File: config.mk
export PLATFORM = sky130hd
export DESIGN_NAME = bp_fpga_host_uart_nbf_assembler
export DESIGN_NICKNAME = d
export VERILOG_FILES = /design/src/rtl/bp_fpga_host_pkg.sv /design/src/rtl/bsg_counter_clear_up.sv /design/src/rtl/bp_fpga_host_uart_nbf_assembler.sv
export SDC_FILE = /design/constraint.sdc
export NUM_CORES = 1
export LEC_CHECK = 0
export CORE_MARGIN = 1.5
export CORE_UTILIZATION = 50
export CTS_CLUSTER_DIAMETER = 200
export DETAILED_ROUTE_END_ITERATION = 6
export DONT_BUFFER_PORTS = 1
export SLEW_MARGIN = 20
export SYNTH_ARGS = -nofsm -noshare
export SYNTH_HDL_FRONTEND = slang
export SYNTH_SLANG_ARGS = --single-unit
File: constraint.sdc
create_clock -name clk_i -period 5.5 [get_ports clk_i]
set_clock_uncertainty 0.1 [all_clocks]
set_input_delay 1.1 -clock clk_i [delete_from_list [all_inputs] [get_ports clk_i]]
set_output_delay 1.1 -clock clk_i [all_outputs]
set_load 0.1 [all_outputs]
File: src/rtl/bp_fpga_host_pkg.sv
// bp_fpga_host_pkg: shared NBF packet layout, width helper and assembler state enum
package bp_fpga_host_pkg;
  localparam int nbf_opcode_width_gp = 8;
  typedef enum logic {e_idle, e_collect} bp_fpga_host_asm_state_e;
  typedef struct packed {
    logic [63:0] data;
    logic [39:0] addr;
    logic [7:0]  opcode;
  } bp_fpga_host_nbf_s;
  function automatic int bp_fpga_host_nbf_width(int addr_width, int data_width);
    return nbf_opcode_width_gp + addr_width + data_width;
  endfunction
endpackage

File: src/rtl/bsg_counter_clear_up.sv
// bsg_counter_clear_up: up counter with synchronous clear and asynchronous active-low reset
module bsg_counter_clear_up #(
  parameter int max_val_p = 255,
  localparam int ptr_width_lp = $clog2(max_val_p + 1)
) (
  input  logic                    clk_i,
  input  logic                    reset_active_low_i,
  input  logic                    clear_i,
  input  logic                    up_i,
  output logic [ptr_width_lp-1:0] count_o
);
  always_ff @(posedge clk_i or negedge reset_active_low_i)
    if (!reset_active_low_i) count_o <= '0;
    else count_o <= (clear_i ? '0 : count_o) + ptr_width_lp'(up_i);
endmodule

File: src/rtl/bp_fpga_host_uart_nbf_assembler.sv
// bp_fpga_host_uart_nbf_assembler: packs UART bytes LSB-first into NBF packets behind a one-deep output register
module bp_fpga_host_uart_nbf_assembler
  import bp_fpga_host_pkg::*;
#(
  parameter int nbf_addr_width_p = 40,
  parameter int nbf_data_width_p = 64,
  parameter int timeout_cycles_p = 100000,
  localparam int nbf_width_lp = bp_fpga_host_nbf_width(nbf_addr_width_p, nbf_data_width_p),
  localparam int nbf_bytes_lp = nbf_width_lp / 8
) (
  input  logic                    clk_i,
  input  logic                    reset_active_low_i,
  input  logic                    rx_v_i,
  input  logic [7:0]              rx_i,
  input  logic                    rx_error_i,
  output logic [nbf_width_lp-1:0] nbf_o,
  output logic                    nbf_v_o,
  input  logic                    nbf_ready_and_i,
  output logic                    frame_error_o,
  output logic                    timeout_o,
  output logic                    overflow_o
);
  localparam int cnt_width_lp = $clog2(nbf_bytes_lp + 1);
  localparam int tmr_width_lp = $clog2(timeout_cycles_p + 1);

  if (nbf_width_lp % 8 != 0) begin : g_width_check
    $error("nbf_width_lp must be a multiple of 8");
  end

  bp_fpga_host_asm_state_e state_r, state_n;
  logic [cnt_width_lp-1:0] count_r, count_n;
  logic [nbf_width_lp-1:0] asm_r, asm_n;
  logic [tmr_width_lp-1:0] idle_cnt;
  logic accept, err, last, fire, drop, load, tmr_clear;

  assign accept    = rx_v_i & ~rx_error_i;
  assign err       = rx_v_i & rx_error_i;
  assign last      = accept & (count_r == cnt_width_lp'(nbf_bytes_lp - 1));
  assign fire      = (state_r == e_collect) & ~rx_v_i & (idle_cnt == tmr_width_lp'(timeout_cycles_p - 1));
  assign drop      = err | fire | last;
  // a completing packet loads only if the output slot is empty or being drained this cycle
  assign load      = last & (~nbf_v_o | nbf_ready_and_i);
  assign tmr_clear = (state_r == e_idle) | rx_v_i | fire;

  bsg_counter_clear_up #(.max_val_p(timeout_cycles_p)) timer (
    .clk_i(clk_i),
    .reset_active_low_i(reset_active_low_i),
    .clear_i(tmr_clear),
    .up_i(~tmr_clear),
    .count_o(idle_cnt)
  );

  always_comb begin
    state_n = drop ? e_idle : accept ? e_collect : state_r;
    count_n = drop ? '0 : count_r + cnt_width_lp'(accept);
    asm_n   = asm_r;
    for (int k = 0; k < nbf_bytes_lp; k++)
      if (accept && count_r == cnt_width_lp'(k)) asm_n[8*k+:8] = rx_i;
  end

  always_ff @(posedge clk_i or negedge reset_active_low_i)
    if (!reset_active_low_i) begin
      state_r <= e_idle;
      count_r <= '0;
      asm_r   <= '0;
    end else begin
      state_r <= state_n;
      count_r <= count_n;
      asm_r   <= asm_n;
    end

  always_ff @(posedge clk_i or negedge reset_active_low_i)
    if (!reset_active_low_i) begin
      nbf_o         <= '0;
      nbf_v_o       <= 1'b0;
      frame_error_o <= 1'b0;
      timeout_o     <= 1'b0;
      overflow_o    <= 1'b0;
    end else begin
      frame_error_o <= err;
      timeout_o     <= fire;
      nbf_v_o       <= load | (nbf_v_o & ~nbf_ready_and_i);
      if (load) nbf_o <= asm_n;
      if (last & ~load) overflow_o <= 1'b1;
    end

  assert property (@(posedge clk_i) disable iff (!reset_active_low_i) rx_v_i |-> !$isunknown(rx_i));
endmodule

======== Word level (Yosys, flattened, before mapping) ========
Index checks and enable logic that the tools add are counted.
storage, ports and cells
  logic and storage cells ................. 80
  input port bits ......................... 13
  register bits after elaboration ......... 250
  output and inout port bits .............. 116
operators by class
  eq/ne operators ......................... 14
  bitwise operators ....................... 21
  $add $sub $neg .......................... 2
  reductions and logical operators ........ 16
  multiplexer cells ....................... 18
operator list
  cell                                                  number
  2-to-1 mux 8 bit                                      14
  equality test 4 bit (second input constant)           6
  adder 17 x 1 -> 17 bit                                1
  equality test 17 bit (second input constant)          1
  2-to-1 mux 17 bit                                     1
  equality test 4 x 3 -> 1 bit (second input constant)  4
  logical AND 1 bit                                     14
  AND 1 bit                                             8
  equality test 4 x 2 -> 1 bit (second input constant)  2
  NOT 1 bit                                             7
  OR 1 bit                                              6
  adder 4 x 1 -> 4 bit                                  1
  equality test 4 x 1 -> 1 bit (second input constant)  1
  zero test 4 bit                                       1
  2-to-1 mux 4 bit                                      1
  2-to-1 mux 1 bit                                      2
  nonzero test 2 bit                                    1

======== Logic depth before layout (Yosys ltp) ========
Gate-level depths: netlist of run 1.
  depth in word-level cells ............... 6
  gate-level depth with buffers ........... 10
  gate-level depth less buffers ........... 9

======== Hierarchy ========
From an unflattened synthesis of run 1, not the netlist that was laid out.
unflattened totals
  cells, all modules ...................... 822
  area, all modules ....................... 9477.8 sq um
modules (own cells, without submodules)
  module                           cells each  sequential area each (sq um)  area an instance (sq um)  instances
  bp_fpga_host_uart_nbf_assembler  737         5630.4                        8625.8                    1
  bsg_counter_clear_up             85          425.4                         852.1                     1

======== Worst setup path after synthesis of run 1 ========
OpenSTA, ideal clock, no wires.
  path kind ............................... input to register
  from .................................... in rx_v_i
  to ...................................... reg timer.count_o[16]
  buffers on the path ..................... 1
  setup time .............................. 0.078 ns
  data arrival time ....................... 2.837 ns
  data required time ...................... 5.322 ns
  stages .................................. 9
  setup slack ............................. 2.485 ns
  cell sequence ........................... nor2b_1 o21ai_1 buf_2 nor2_1 ha_1 nand3_1 or3_1 or3_1 a21oi_1
on the way
  word-level cells in the longest chain between the ends .. 6
  elaborated cells between the ends (all ways) .. 8
  classes of those cells .................. 1 x add/sub; 1 x mux; 6 x bitwise
ends and longest elaborated chain
  what                                            line                                                               source
  start: declaration                              bp_fpga_host_uart_nbf_assembler.sv:13                              input logic rx_v_i,
  NOT 1 bit                                       bp_fpga_host_uart_nbf_assembler.sv:39                              assign fire = (state_r == e_collect) & ~rx_v_i & (idle_cnt == tmr_width_lp'(timeout_cycles_p - 1));
  AND 1 bit (2 in series)                         bp_fpga_host_uart_nbf_assembler.sv:39
  OR 1 bit (*)                                    bp_fpga_host_uart_nbf_assembler.sv:43                              assign tmr_clear = (state_r == e_idle) | rx_v_i | fire;
  2-to-1 mux 17 bit or NOT 1 bit (tied branches)  bsg_counter_clear_up.sv:14, bp_fpga_host_uart_nbf_assembler.sv:49
  adder 17 x 1 -> 17 bit (*)                      bsg_counter_clear_up.sv:14                                         else count_o <= (clear_i ? '0 : count_o) + ptr_width_lp'(up_i);
  end signal: assignment                          bsg_counter_clear_up.sv:14
  end: declaration                                bsg_counter_clear_up.sv:10                                         output logic [ptr_width_lp-1:0] count_o
Every way passes the cells marked *; elsewhere a longest branch is shown, timed or not.
A chain may end at the register's enable or synchronous reset.

======== Final worst setup path of run 1 ========
  from .................................... reg nbf_v_o
  to ...................................... reg nbf_o[102]
on the way
  word-level cells in the longest chain between the ends .. 3
ends and longest elaborated chain
  what                      line                                   source
  start: declaration        bp_fpga_host_uart_nbf_assembler.sv:17  output logic nbf_v_o,
  start signal: assignment  bp_fpga_host_uart_nbf_assembler.sv:82  nbf_v_o <= load | (nbf_v_o & ~nbf_ready_and_i);
  NOT 1 bit                 bp_fpga_host_uart_nbf_assembler.sv:42  assign load = last & (~nbf_v_o | nbf_ready_and_i);
  OR 1 bit                  bp_fpga_host_uart_nbf_assembler.sv:42
  AND 1 bit                 bp_fpga_host_uart_nbf_assembler.sv:42
  end signal: assignment    bp_fpga_host_uart_nbf_assembler.sv:83  if (load) nbf_o <= asm_n;
  end: declaration          bp_fpga_host_uart_nbf_assembler.sv:16  output logic [nbf_width_lp-1:0] nbf_o,
No other way between the ends.

==> tab_implementation.tex, run 1 <==
\begin{tabular}{lr}
\hline
Metric & Value \\
\hline
\multicolumn{2}{l}{\textbf{Outcome}} \\
Result of the run & finished clean \\
\multicolumn{2}{l}{\textbf{Finish}} \\
Layout area overhead & 10.07\% \\
ANT cells & 0 \\
Final Net Count & 836 \\
Final-layout fill cell count & approximately 1500 \\
Final standard cell count with taps included and fillers excluded & roughly 1100 \\
Share of final-layout standard cells stronger than drive strength 1 & $\sim$7\% \\
\multicolumn{2}{l}{\textbf{Critical path}} \\
Crit-path max FO & 92 \\
Data required time at the worst endpoint & 5790 ps \\
Peak per-stage delay on the critical path & 920 ps \\
Capturing element type of the critical path & register \\
Cells on worst reg2reg path & 4 \\
Critical path class & reg -> reg \\
Critical path arrival & $\sim$3600 ps \\
Category of the worst setup path launch point & register \\
Levels on crit path & 4 \\
Cell-by-cell listing of the critical path & nor2b\_1 -> or3\_4 -> buf\_4 -> mux2\_4 \\
Cell family with most CP delay & simple AND/OR/NAND/NOR gates \\
Buffer and inverter count on the worst path & 1 \\
Cell with the largest stage delay on the worst path & sky130\_fd\_sc\_hd\_\_dfrtp\_1 \\
\multicolumn{2}{l}{\textbf{Routing}} \\
Routed length per instance & 18.46 um \\
Final Routed Wirelength & 19610 um \\
\# DRC & 0 \\
DRT antenna net count & 0 \\
Iter 0 DRT Violations & approximately 310 \\
Pre-Repair DR Iteration Count & 5 \\
Average vias per placed instance & 5.454 \\
Via count & just under 6000 \\
\multicolumn{2}{l}{\textbf{Timing}} \\
Post-route worst hold slack & 197.4 ps \\
Time the final worst path needs with I/O delays and setup & 3275 ps \\
Number of hold violations in the final report & 0 \\
Final setup viols & 0 \\
Normalized max-slew margin & 35.88\% \\
Unrepaired setup endpoints after global routing & no \\
Transition time at the pin with the least slew margin & 961.7 ps \\
Fmax & 0.3054 GHz \\
Slew Limit Fails & 0 \\
Setup TNS after final layout & 0 ps \\
Final worst path period share & 59.54\% \\
\multicolumn{2}{l}{\textbf{Place}} \\
Port bufs & 0 \\
Placed wire-length estimate & 12240 um \\
Final Wtd Congestion & 0.7960 \\
Number of placed instances, taps included & about 1000 \\
\multicolumn{2}{l}{\textbf{Synth}} \\
Gate Count Post-Synth & 840 \\
Number of library cell types mapped by synthesis & 34 \\
Library cell with the highest instance count after synthesis & sky130\_fd\_sc\_hd\_\_dfrtp\_1 \\
FF+latch count, synth & 242 \\
Biggest area contributors in the synthesized netlist & sky130\_fd\_sc\_hd\_\_dfrtp\_1 (67\%), sky130\_fd\_sc\_hd\_\_nand2\_1 (9.3\%), sky130\_fd\_sc\_hd\_\_o21ai\_0 (6.1\%), sky130\_fd\_sc\_hd\_\_o21ai\_1 (5.6\%), sky130\_fd\_sc\_hd\_\_mux2\_4 (1.3\%) \\
EDFF count, synth & 0 \\
Synth top area share & roughly two thirds \\
Sequential element share of the synthesized area & between 60\% and 70\% \\
Share of synthesized registers carrying an async set or reset & 100.0\% \\
Top flip-flop cell by instance count after synthesis & sky130\_fd\_sc\_hd\_\_dfrtp\_1 \\
Synth Net Count & 856 \\
Yosys top cell by area & sky130\_fd\_sc\_hd\_\_dfrtp\_1 \\
Syn\_area\_per\_cell & 10.70 um2 \\
Top post-synthesis cells by count & sky130\_fd\_sc\_hd\_\_dfrtp\_1 (242), sky130\_fd\_sc\_hd\_\_nand2\_1 (222), sky130\_fd\_sc\_hd\_\_o21ai\_0 (109) \\
Synth Cell Area & around 9000 um2 \\
Count of yosys warnings during synthesis & 0 \\
\multicolumn{2}{l}{\textbf{Job}} \\
Max-capacitance violation count & 0 \\
\multicolumn{2}{l}{\textbf{Die}} \\
CORE AREA & 17420 um2 \\
IO Pins & 129 \\
Effective utilization at floorplan & 51.59\% \\
Standard-cell row count & between 40 and 50 \\
Chip width & 137.1 um \\
Die area & about 19000 um2 \\
Chip Height & 137.1 um \\
\multicolumn{2}{l}{\textbf{CTS}} \\
Clock Path Buffers & 3 \\
Post-CTS resize count & 0 \\
Clock sinks & 242 \\
Clock Root Buffer & sky130\_fd\_sc\_hd\_\_clkbuf\_16 \\
TritonCTS clock tree & built \\
Number of buffers added to fix hold violations after cts & 0 \\
Clock latency on the worst-skew pair & approximately 500 ps \\
Clock-pin slew on the worst setup and hold paths & about 60 ps \\
Buffer count from post-CTS setup fixing & 0 \\
Number of buffers added by the clock tree synthesis step & 25 \\
H-Tree Level Count & 1 \\
\multicolumn{2}{l}{\textbf{Global routing}} \\
Vias in the first global route & 5630 \\
Number of antenna violations at the first check in global routing & 0 \\
All-Layer GR Usage & a little over a fifth \\
Pin count of the biggest net entering global routing & 243 \\
Global route overflow & 0 \\
First-pass GRT wire length & 31000 um \\
\multicolumn{2}{l}{\textbf{Worst hold path}} \\
Kind of path behind the tightest hold check & in -> async \\
\multicolumn{2}{l}{\textbf{Pwr}} \\
Highest ir drop seen on vdd & 0.2217 mV \\
Cell leakage power & $\sim$4.6 nW \\
Power per cell area & 390.7 nW/um2 \\
\hline
\end{tabular}
-- cell type report --
class	instances	area [um2]	share of cell area (%)
inverter	13	48.80	0.4934
clock buffer	39	778.2	7.868
timing repair buffer	2	15.01	0.1518
multi-input combinational	536	2651	26.81
sequential	242	6056	61.23
clock inverter	5	60.06	0.6072
tap	225	281.5	2.846
-- path summary, 6_finish.rpt --
check                                         from         end  slack (ps)
worst max-delay path                       nbf_v_o  nbf_o[102]        2230
worst min-delay path            reset_active_low_i   nbf_o[23]         200
worst max register to register             nbf_v_o  nbf_o[102]        2230
worst min register to register            asm_r[5]    asm_r[5]         370
max in group asynchronous       reset_active_low_i   nbf_o[10]        4640
min in group clk_i                        asm_r[5]    asm_r[5]         370
-- cell families after synthesis --
group / Yosys count / share of synthesized area [%]
simple gates: 295 / 14.15
flops: 242 / 67.39
compound gates: 214 / 11.97
buf+inv: 62 / 3.161
xor+xnor: 15 / 1.462
mux: 9 / 1.448
fa+ha+maj: 3 / 0.4178
-- cell usage in the layout, fill, tap and decap left out, types with 10 or more instances in the layout --
master                        n
sky130_fd_sc_hd__clkbuf_8    10
sky130_fd_sc_hd__nor2_1      21
sky130_fd_sc_hd__inv_1       13
sky130_fd_sc_hd__o21ai_1    101
sky130_fd_sc_hd__xnor2_1     11
sky130_fd_sc_hd__dfrtp_1    242
sky130_fd_sc_hd__clkbuf_16   25
sky130_fd_sc_hd__nand3_1     12
sky130_fd_sc_hd__nand2_1    222
sky130_fd_sc_hd__o21ai_0    109
-- layer usage --
metal  vias up  wire length (um)  GRT usage [%]
li1       2781                 -              -
met4         0               342          4.561
met1      2860              8519          28.96
met3        27              1362          6.111
met2       124              9382          34.95
met5         -                 0              0
-- state kept, by name (all words and copies together) (netlist names) --
| register | count |
|---|---|
| asm_r | 104 |
| count_r | 4 |
| frame_error_o | 1 |
| nbf_o | 112 |
| nbf_v_o | 1 |
| overflow_o | 1 |
| state_r | 1 |
| timeout_o | 1 |
| timer.count_o | 17 |
-- per-stage QoR --
stage	worst slack [ps]	utilization (%)	power (mW)	instance area [um2]
global route	1957	56.79	4.024	9891
global placement	2150	51.98	2.202	9052
floorplan	2485	-	2.153	8986
CTS	2180	56.79	3.900	9891
finish	2225	56.79	3.864	9891
detailed placement	2111	51.98	2.220	9052
-- power breakdown --
group	switching [mW]	internal, mW	total, mW
combinational	0.148	0.0607	0.208
clock	0.661	1.02	1.68
sequential	0.0516	1.93	1.98
(Power assumes the default switching activity.)
==> run 2, diff against run 1 <==
==> constraint.sdc (replaced) <==
create_clock -name clk_i -period 3.1 [get_ports clk_i]
set_clock_uncertainty 0.1 [all_clocks]
set_input_delay 0.62 -clock clk_i [delete_from_list [all_inputs] [get_ports clk_i]]
set_output_delay 0.62 -clock clk_i [all_outputs]
set_load 0.1 [all_outputs]
==> tab_implementation.tex, run 2 (synthesis results as in run 1) <==
\begin{tabular}{lr}
\hline
Metric & Value \\
\hline
\multicolumn{2}{l}{\textbf{Routing}} \\
Average vias per placed instance & 5.440 (-0.25\%) \\
DRT antenna net count & 0 (unchanged) \\
\# DRC & 0 (unchanged) \\
Via count & 5799 (+0.12\%) \\
Iter 0 DRT Violations & 254 (-18\%) \\
Pre-Repair DR Iteration Count & 4 (-1) \\
Final Routed Wirelength & 19440 um (-0.87\%) \\
Routed length per instance & 18.23 um (-1.2\%) \\
\multicolumn{2}{l}{\textbf{Die}} \\
Chip width & 137.1 um (unchanged) \\
Chip Height & 137.1 um (unchanged) \\
CORE AREA & 17420 um2 (unchanged) \\
IO Pins & 129 (unchanged) \\
Die area & 18790 um2 (unchanged) \\
Effective utilization at floorplan & 51.59\% (unchanged) \\
Standard-cell row count & 48 (unchanged) \\
\multicolumn{2}{l}{\textbf{CTS}} \\
Clock Root Buffer & sky130\_fd\_sc\_hd\_\_clkbuf\_16 \\
Clock-pin slew on the worst setup and hold paths & 60 ps (about the same) \\
Number of buffers added by the clock tree synthesis step & 25 (unchanged) \\
Clock sinks & 242 (unchanged) \\
Clock latency on the worst-skew pair & 510 ps (about the same) \\
TritonCTS clock tree & built \\
Post-CTS resize count & 0 (unchanged) \\
H-Tree Level Count & 1 (unchanged) \\
Clock Path Buffers & 3 (unchanged) \\
\multicolumn{2}{l}{\textbf{Finish}} \\
Commonest non-fill, non-tap cell in the layout & sky130\_fd\_sc\_hd\_\_dfrtp\_1 \\
Final-layout fill cell count & 1502 (-2.2\%) \\
Largest register FFs & 112 (unchanged) \\
Most flops, register & nbf\_o \\
Register area & 6056 um2 (unchanged) \\
Share of final-layout standard cells stronger than drive strength 1 & 7.015\% (+0.21 points) \\
Utilization after layout & 57.10\% (+0.32 points) \\
Top Registers & nbf\_o (112), asm\_r (104), timer.count\_o (17) \\
Multi-input logic area & 2651 um2 (unchanged) \\
Fin area & 9946 um2 (+0.56\%) \\
Top library cells by usage in the layout, fill and taps aside & sky130\_fd\_sc\_hd\_\_dfrtp\_1 (242), sky130\_fd\_sc\_hd\_\_nand2\_1 (222), sky130\_fd\_sc\_hd\_\_o21ai\_0 (109), sky130\_fd\_sc\_hd\_\_o21ai\_1 (101), sky130\_fd\_sc\_hd\_\_clkbuf\_16 (25) \\
ANT cells & 0 (unchanged) \\
Final Net Count & 838 (+0.24\%) \\
Layout area overhead & 10.68\% \\
\multicolumn{2}{l}{\textbf{Timing}} \\
Post-route worst hold slack & -292.1 ps (-489.5 ps) \\
Number of hold violations in the final report & 242 (+242) \\
Setup TNS after final layout & 0 ps (unchanged) \\
Final worst path period share & 83.35\% (+24 points) \\
Slew Limit Fails & 0 (unchanged) \\
Time the final worst path needs with I/O delays and setup & 2584 ps (-690.9 ps) \\
Unrepaired setup endpoints after global routing & no \\
Normalized max-slew margin & 35.94\% (+0.054 points) \\
Setup slack after layout & 516.1 ps (-1709 ps) \\
Transition time at the pin with the least slew margin & 960.9 ps (-0.8086 ps) \\
Final setup viols & 0 (unchanged) \\
Fmax & 0.3870 GHz (+27\%) \\
\multicolumn{2}{l}{\textbf{Global routing}} \\
Vias in the first global route & 5737 (+1.9\%) \\
Met2 usage in global routing & 34.03\% (-0.92 points) \\
Met3 demand-to-capacity share in global routing & 5.926\% (-0.19 points) \\
First-pass GRT wire length & 31230 um (+0.74\%) \\
Pin count of the biggest net entering global routing & 243 (unchanged) \\
Gr busiest metal & met2 \\
All-Layer GR Usage & 21.58\% (+0.093 points) \\
Met1 capacity usage during global routing & 29.68\% (+0.72 points) \\
Number of antenna violations at the first check in global routing & 0 (unchanged) \\
Global route overflow & 0 (unchanged) \\
\multicolumn{2}{l}{\textbf{Pwr}} \\
Power per cell area & 699.0 nW/um2 (+79\%) \\
Highest ir drop seen on vdd & 0.4647 mV (+110\%) \\
Cell leakage power & 4.582 nW (+0.63\%) \\
\multicolumn{2}{l}{\textbf{Place}} \\
Post-placement cell area & 9080 um2 (+0.30\%) \\
Placed wire-length estimate & 12090 um (-1.2\%) \\
Final Wtd Congestion & 0.8851 (+11\%) \\
Setup slack after placement & 517.4 ps (-1593 ps) \\
Port bufs & 0 (unchanged) \\
\multicolumn{2}{l}{\textbf{Critical path}} \\
Critical path class & reg -> reg \\
Data required time at the worst endpoint & 3430 ps (-2360 ps) \\
Capturing element type of the critical path & register \\
Crit-path max FO & 5 (-95\%) \\
Critical path arrival & 2910 ps (-650 ps) \\
Category of the worst setup path launch point & register \\
\multicolumn{2}{l}{\textbf{Outcome}} \\
Result of the run & finished with violations \\
Violations in the final reports & negative hold slack \\
\multicolumn{2}{l}{\textbf{Worst hold path}} \\
Kind of path behind the tightest hold check & in -> async \\
\multicolumn{2}{l}{\textbf{Job}} \\
Max-capacitance violation count & 0 (unchanged) \\
\hline
\end{tabular}
-- run 2: changes by cell type in the layout (fill, tap and decap cells not counted), sizes merged --
cell,delta
buf,+2
bufinv,+2
clkbuf,-1
clkinv,+2
inv,-1
-- run 2: timing repair --
| item | in CTS | in global routing |
|---|---|---|
| endpoints found under the hold margin | 242 | 242 |
| setup endpoints to repair | 0 | 0 |
| setup buffers | 0 | 0 |
-- run 2: worst paths after layout --
kind	depth (start not counted)	slack (ps)	endpoint	from
min in group clk_i	3	230	count_r[1]	rx_v_i
worst max register to register	9	520	timer.count_o[16]	timer.count_o[3]
worst min register to register	2	370	asm_r[72]	asm_r[72]
max in group asynchronous	0	2850	nbf_o[108]	reset_active_low_i
worst min-delay path	0	-290	timer.count_o[10]	reset_active_low_i
worst max-delay path	9	520	timer.count_o[16]	timer.count_o[3]
-- run 2: final cells by class --
cell class                      count  area share (%)
Clock inverter                      8           1.220
Timing Repair Buffer                4          0.4277
Tap cell                          225           2.831
Inverter                           13          0.4906
Sequential cell                   242           60.89
Multi-Input combinational cell    536           26.66
Clock buffer                       38           7.485
-- run 2: routing by layer --
layer,wire [um],up-vias
li1,-,2801
met1,8429,2829
met2,9128,138
met3,1466,31
met4,410,0
met5,0,-
-- run 2: stage by stage --
stage,instances,total power [mW],hold slack (ps)
2_1_floorplan,840,3.821,224.4
6_report,1066,6.952,-292.1
3_5_place_dp,1020,3.946,232.1
3_3_place_gp,1020,3.909,231.1
5_1_grt,1066,7.241,-309.3
4_1_cts,1066,7.030,-311.2
-- run 2: power by group --
group | internal, mW | total (mW) | switching [mW]
Sequential | 3.42 | 3.51 | 0.0922
Clock | 1.90 | 3.07 | 1.16
Combinational | 0.109 | 0.374 | 0.266
Total | 5.43 | 6.95 | 1.52
-- run 2: worst max-delay path, cell delays in order (launching register included) --
cell and delay [ps]:
sky130_fd_sc_hd__dfrtp_1 440, sky130_fd_sc_hd__and3_1 210, sky130_fd_sc_hd__nand4_1 160, sky130_fd_sc_hd__o21ai_1 150, sky130_fd_sc_hd__nor2_1 130, sky130_fd_sc_hd__ha_1 270
sky130_fd_sc_hd__nand3_1 140, sky130_fd_sc_hd__or3_1 380, sky130_fd_sc_hd__or3_1 360, sky130_fd_sc_hd__a21oi_1 160
